File: src/rtl/cdb_arbiter.sv
// cdb_arbiter: round-robin common data bus arbiter with a registered one-beat broadcast
module cdb_arbiter #(
  parameter int NUM_FU = 5,
  parameter int DATA_WIDTH = 32,
  parameter int ROB_IDX_WIDTH = 3,
  parameter int SRC_WIDTH = (NUM_FU > 1) ? $clog2(NUM_FU) : 1
) (
  input  logic                            clk_in,
  input  logic                            rst_in,
  input  logic [NUM_FU-1:0]               fu_valid_in,
  input  logic [NUM_FU*DATA_WIDTH-1:0]    fu_data_in,
  input  logic [NUM_FU*ROB_IDX_WIDTH-1:0] fu_rob_idx_in,
  input  logic                            cdb_ready_in,
  input  logic                            flush_in,
  output logic [NUM_FU-1:0]               fu_read_out,
  output logic                            cdb_valid_out,
  output logic [DATA_WIDTH-1:0]           cdb_data_out,
  output logic [ROB_IDX_WIDTH-1:0]        cdb_rob_idx_out,
  output logic [SRC_WIDTH-1:0]            cdb_src_out
);
  logic [SRC_WIDTH-1:0] rr_ptr, sel, src_q;
  logic [DATA_WIDTH-1:0] data_a [NUM_FU];
  logic [ROB_IDX_WIDTH-1:0] rob_a [NUM_FU];
  logic [DATA_WIDTH-1:0] data_q;
  logic [ROB_IDX_WIDTH-1:0] rob_q;
  logic hit, gnt, valid_q;
  for (genvar g = 0; g < NUM_FU; g++) begin : g_unpack
    assign data_a[g] = fu_data_in[g*DATA_WIDTH +: DATA_WIDTH];
    assign rob_a[g] = fu_rob_idx_in[g*ROB_IDX_WIDTH +: ROB_IDX_WIDTH];
  end
  always_comb begin
    hit = 1'b0;
    sel = '0;
    for (int i = NUM_FU-1; i >= 0; i--)
      if (fu_valid_in[i] && SRC_WIDTH'(i) < rr_ptr) begin
        hit = 1'b1;
        sel = SRC_WIDTH'(i);
      end
    for (int i = NUM_FU-1; i >= 0; i--)
      if (fu_valid_in[i] && SRC_WIDTH'(i) >= rr_ptr) begin
        hit = 1'b1;
        sel = SRC_WIDTH'(i);
      end
  end
  assign gnt = hit & cdb_ready_in & ~flush_in & ~rst_in;
  assign fu_read_out = gnt ? NUM_FU'(1) << sel : '0;
  always_ff @(posedge clk_in) begin
    if (rst_in) begin
      rr_ptr <= '0;
      valid_q <= 1'b0;
      data_q <= '0;
      rob_q <= '0;
      src_q <= '0;
    end else begin
      valid_q <= gnt;
      if (gnt) begin
        data_q <= data_a[sel];
        rob_q <= rob_a[sel];
        src_q <= sel;
        rr_ptr <= (sel == SRC_WIDTH'(NUM_FU-1)) ? '0 : sel + 1'b1;
      end
    end
  end
  assign cdb_valid_out = valid_q & ~flush_in;
  assign cdb_data_out = data_q;
  assign cdb_rob_idx_out = rob_q;
  assign cdb_src_out = src_q;
endmodule
File: config.mk
export PLATFORM = sky130hd
export DESIGN_NAME = cdb_arbiter
export DESIGN_NICKNAME = d
export VERILOG_FILES = /design/src/rtl/cdb_arbiter.sv
export SDC_FILE = /design/constraint.sdc
export NUM_CORES = 1
export LEC_CHECK = 0
export ABC_AREA = 1
export CAP_MARGIN = 10
export CORE_MARGIN = 10
export CORE_UTILIZATION = 40
export DETAILED_ROUTE_END_ITERATION = 8
export PLACE_DENSITY = 0.83
export SKIP_LAST_GASP = 1
export SYNTH_ARGS = -nofsm -noshare
export SYNTH_HDL_FRONTEND = slang
export SYNTH_SLANG_ARGS = --single-unit
File: constraint.sdc
create_clock -name clk_in -period 2.9 [get_ports clk_in]
set_clock_uncertainty 0.15 [all_clocks]
set_input_delay 0.29 -clock clk_in [delete_from_list [all_inputs] [get_ports clk_in]]
set_output_delay 0.29 -clock clk_in [all_outputs]
set_load 0.05 [all_outputs]
# After elaboration in Yosys (flattened, before gate mapping)
# Cells that the tools add are included.
[word_totals]
out_inout_bits = 44
reg_bits = 42
inputBits = 184
wordCells = 64
[op_classes]
reduce_logical = 10
n_eq_ne = 1
magnitude_cmp = 11
n_bitwise = 7
n_shift = 1
muxes = 28
add_sub_neg = 1
[op_table]
columns = ["op", "count"]
rows = [
  ["$bmux W32 S3", 1],
  ["$mux W32", 2],
  ["$mux W3", 13],
  ["$logic_and A1 B1 Y1", 10],
  ["$mux W1", 10],
  ["$bmux W3 S3", 1],
  ["$ge A1 B3 Y1 const A", 2],
  ["$ge A2 B3 Y1 const A", 2],
  ["$lt A1 B3 Y1 const A", 2],
  ["$lt A2 B3 Y1 const A", 2],
  ["$mux W5", 1],
  ["$shl A1 B3 Y5 const A", 1],
  ["$and A1 B1 Y1", 4],
  ["$ge A4 B4 Y1 const B", 1],
  ["$not A3 Y4", 1],
  ["$add A3 B1 Y3 const B", 1],
  ["$eq A3 B3 Y1 const B", 1],
  ["$ge A3 B3 Y1 const A", 1],
  ["$lt A3 B3 Y1 const A", 1],
  ["$not A1 Y1", 2],
]

# Logic depth before layout (Yosys ltp)
# Gate-level depths: netlist (run 1).
[logic_depth]
word_depth = 16
mapped_depth = 14

# Worst setup path before layout (run 1)
# OpenSTA, ideal clock, no wires.
[synth_timing]
kind = "register to output"
from = "reg rr_ptr[2]"
to = "out fu_read_out[3]"
path_stages_with_launch = 12
t_arrival_ns = 2.242
required_time_ns = 2.460
path_slack_ns = 0.218
cell_sequence = "dfxtp_1 -> inv_2 -> nand2_1 -> nand2_1 -> nor2_1 -> nand3_1 -> a21oi_2 -> buf_4 -> ha_1 -> ha_1 -> inv_1 -> nor2_1"
[synth_lines]
columns = ["element", "line_no", "rtl"]
rows = [
  ["start: declaration", "21", "logic [SRC_WIDTH-1:0] rr_ptr, sel, src_q;"],
  ["start signal: assignment", "60", "rr_ptr <= (sel == SRC_WIDTH'(NUM_FU-1)) ? '0 : sel + 1'b1;"],
  ["$lt A2 B3 Y1", "35", "if (fu_valid_in[i] && SRC_WIDTH'(i) < rr_ptr) begin"],
  ["$logic_and A1 B1 Y1", "35", ""],
  ["$mux W3 (4 in series)", "35", ""],
  ["$mux W3 (4 in series)", "40", "if (fu_valid_in[i] && SRC_WIDTH'(i) >= rr_ptr) begin"],
  ["$mux W3 *", "40", ""],
  ["net sel[1]", "21", ""],
  ["$shl A1 B3 Y5 *", "46", "assign fu_read_out = gnt ? NUM_FU'(1) << sel : '0;"],
  ["$mux W5 *", "46", ""],
  ["end: declaration", "15", "output logic [NUM_FU-1:0] fu_read_out,"],
]
# The timed path passes the listed nets; every way through them passes the cells marked *.

# Final worst setup path (run 1)
[layout_timing]
from = "reg rr_ptr[2]"
to = "out fu_read_out[4]"
[layout_via]
elab_chain_cells = 16
[layout_lines]
columns = ["element", "line_no", "rtl"]
rows = [
  ["$lt A3 B3 Y1", "35", ""],
  ["$logic_and A1 B1 Y1", "35", ""],
  ["$mux W1 (5 in series)", "35", ""],
  ["$mux W1 (5 in series)", "40", ""],
  ["$and A1 B1 Y1 (3 in series)", "45", "assign gnt = hit & cdb_ready_in & ~flush_in & ~rst_in;"],
  ["$mux W5 *", "46", ""],
]
# Mark *: on every way between the ends. The rest lies on a longest branch, timed or not.

==> metrics, run 1 <==
CP delay by family, top=simple AND/OR/NAND/NOR gates; CTS clk-pin slew, worst paths=approximately 80 ps; clock sink total=42; pre-CTS setup slack=358.5 ps; commonest non-fill, non-tap cell in the layout=clkdlybuf4s50_1; CTS tree=yes; row cnt=36; Post-Synth Adder-Cell Area=roughly 1.5%; Fin. Hold Viols=0; commonest non-fill, non-tap cells in the layout=clkdlybuf4s50_1 (222), nand2_1 (215), inv_1 (171); WP data required=between 2000 and 2500 ps; H-tree Lvls=2; main combinational cell family by area after synthesis=simple AND/OR/NAND/NOR gates; crit start category=register; PwrDens=~320 nW/um2; first-pass GRT wire length=about 26000 um; Top FF cell, synth=dfxtp_1; WL/cell=14.71 um; CP max-delay cell=dfxtp_1; synth warn=0; Filler cells=895; Tmin final=2639 ps; Post-synth EDFFs=0; Initial Utilization=about two fifths; Slew @ Worst Pin=744.6 ps; setup violators final=0; post-synthesis sequential element count=42; dpl hpwl=12750 um; r2r startpoint=rr_ptr[2]$_SDFFE_PP0P_; Worst Setup Path Type=register to output port; area post-placement=6430 um2; P&R area growth vs syn=60.58%; Final period util=around nine tenths; Synth top area share=20.55%; RR Endpoint=cdb_data_out[11]$_SDFFE_PP0P_; first-pass iteration count of the detailed router=5; Post-Syn Nets=approximately 950; drt initial violations=approximately 350; share of cells above drive strength 1=5.010%; post-synth top area cell=dfxtp_1; Post-Synth XOR/XNOR Area=0%; Vias/cell=4.685; Post-CTS Setup Bufs=0; vias=5116; RSZ-0062 raised after global routing=false; setup slack after layout=between 200 and 300 ps; CTS Buf Count=5; simple-gate area share of the yosys netlist=a little over two fifths; Register-to-Register Path Depth=10; nets=between 1000 and 1500; compound-cell area share of the yosys netlist=approximately an eighth; Synth async-reset ratio=0%; synthesized instance count=756; Avg Cell Area, Syn=around 5.4 um2; post-synthesis mux area share=0%; Worst Hold Class=register to register; Hold Path Depth=2; core box area=9864 um2; Hold EP=cdb_src_out[0]$_SDFFE_PP0P_; IR drop worst, VDD=between 0.0002 and 0.0003 V; TNS Setup=0 ps; PortBufs=between 200 and 250; f_max=between 300 and 400 MHz; hold slack final=354.9 ps; crit-path max FO=15; clock buffer depth=2; worst-path cell chain=inv_2 -> nand2_2 -> nor2_2 -> a21oi_1 -> nand2_2 -> nand2_2 -> buf_4 -> ha_1 -> nand2_1 -> nor2_1 -> buf_12; R2R Setup Slk=roughly 560 ps; sequential share of the synthesized area=20.55%; slowest stage delay, CP=450 ps; die height=121.1 um; GP Congestion=around 0.9; CP arrival=2200 ps; post-synth cell types=25; Die Wd=about 120 um; top post-synthesis cells by area=dfxtp_1 (21%), nand3_1 (20%), nand2_1 (20%); ANT nets after route=0; CP most frequent cell=nand2_2; Die ar.=roughly 15000 um2; vias in the first global route=5030; Final Slew Violations=0; Skew-Pair Late Insertion Delay=290 ps; hold_buf cts=0; max cap viols=0; synthesized area=around 4100 um2; Setup crit end kind=output port; critical path startpoint=rr_ptr[2]$_SDFFE_PP0P_; drt total wl=16070 um; Lkg Pwr=between 3 and 4 nW; cts repair resizes=0; Buf+Inv Stages, Crit Path=3; post-layout instance area=6570 um2; Slew HR=approximately 50%; DR DRC count=0; clk root buf=clkbuf_8; initial antenna violation count=0; hold_sp=cdb_src_out[0]$_SDFFE_PP0P_; Total GRT Usage=21.29%; GRT Residual Overflow=0; largest net degree at the start of global routing=71; result of the run=finished, final reports clean; I/O pin total=between 200 and 250
kinds of logic after synthesis:
family | after synthesis
adder cells (fa/ha/maj) | 5
AO/OA/AOI/OAI | 81
buffers and inverters | 222
flip-flops | 42
AND/OR/NAND/NOR | 406
per-layer routing:
layer / global-route usage [%] / share of wire (%) / vias to the layer above
li1: - / - / 2705
met1: 25.22 / 40 / 2223
met2: 37.35 / 51 / 178
met3: 5.724 / 8.3 / 10
met4: 4.844 / 1.3 / 0
met5: 0 / 0 / -
where the power goes:
| group | switching, mW | internal (mW) |
|---|---|---|
| Sequential | 0.0150 | 0.605 |
| Combinational | 0.491 | 0.435 |
| Clock | 0.224 | 0.345 |
cell type report:
cell class / count / area [um2] / area share [%]
flip-flops and latches: 42 / 840.8 / 12.80
well taps: 133 / 166.4 / 2.533
multi-input cells: 492 / 2331 / 35.48
diodes: 1 / 2.502 / 0.03809
clock inverters: 3 / 68.82 / 1.047
repair buffers: 243 / 2442 / 37.17
inverters: 173 / 649.4 / 9.884
clock buffers: 5 / 68.82 / 1.047
sequential cells by signal (all words and copies together) (netlist names):
register and cells:
cdb_src_out 3, cdb_data_out 32, valid_q 1, rr_ptr 3
cdb_rob_idx_out 3
worst max path at each step:
| stage | to | slack (ps) | cells past startpoint |
|---|---|---|---|
| after floorplan | fu_read_out[3] | 220 | 11 |
| after global placement | fu_read_out[3] | 380 | 12 |
| after detailed placement | fu_read_out[3] | 360 | 12 |
| after CTS | fu_read_out[4] | 260 | 11 |
| after global routing | fu_read_out[4] | 70 | 11 |
| final | fu_read_out[4] | 260 | 11 |
metrics by stage:
step	power [mW]	cells	utilization, %
after floorplan	1.156	756	-
after global placement	1.553	1083	65.18
after detailed placement	1.561	1083	65.18
after CTS	2.130	1091	66.58
after global routing	2.258	1091	66.58
final	2.116	1092	66.60
synthesized netlist by cell type, types with 2 or more instances:
cell type,instances
nor2_4,2
buf_2,12
inv_2,2
buf_6,9
ha_1,5
clkbuf_1,20
o21ai_0,16
a21oi_1,39
buf_4,4
o21ai_1,3
nor2_1,12
nor2_2,2
inv_1,171
a21oi_2,2
nor3_1,3
nand2_2,6
nand2_1,216
o21a_1,19
buf_1,4
nand3_1,163
dfxtp_1,42
tightest hold or removal path: stages (launching register included):
cell,delay (ps)
dfxtp_1,320
nor2_1,100
nor3_1,50
No activity file was read; power rests on OpenSTA's default activity.
==> run 2, diff against run 1 <==
- SLEW_MARGIN: default -> 20
==> results of run 2 <==
No change in the layout: final DEF, timing and power equal those of run 1.
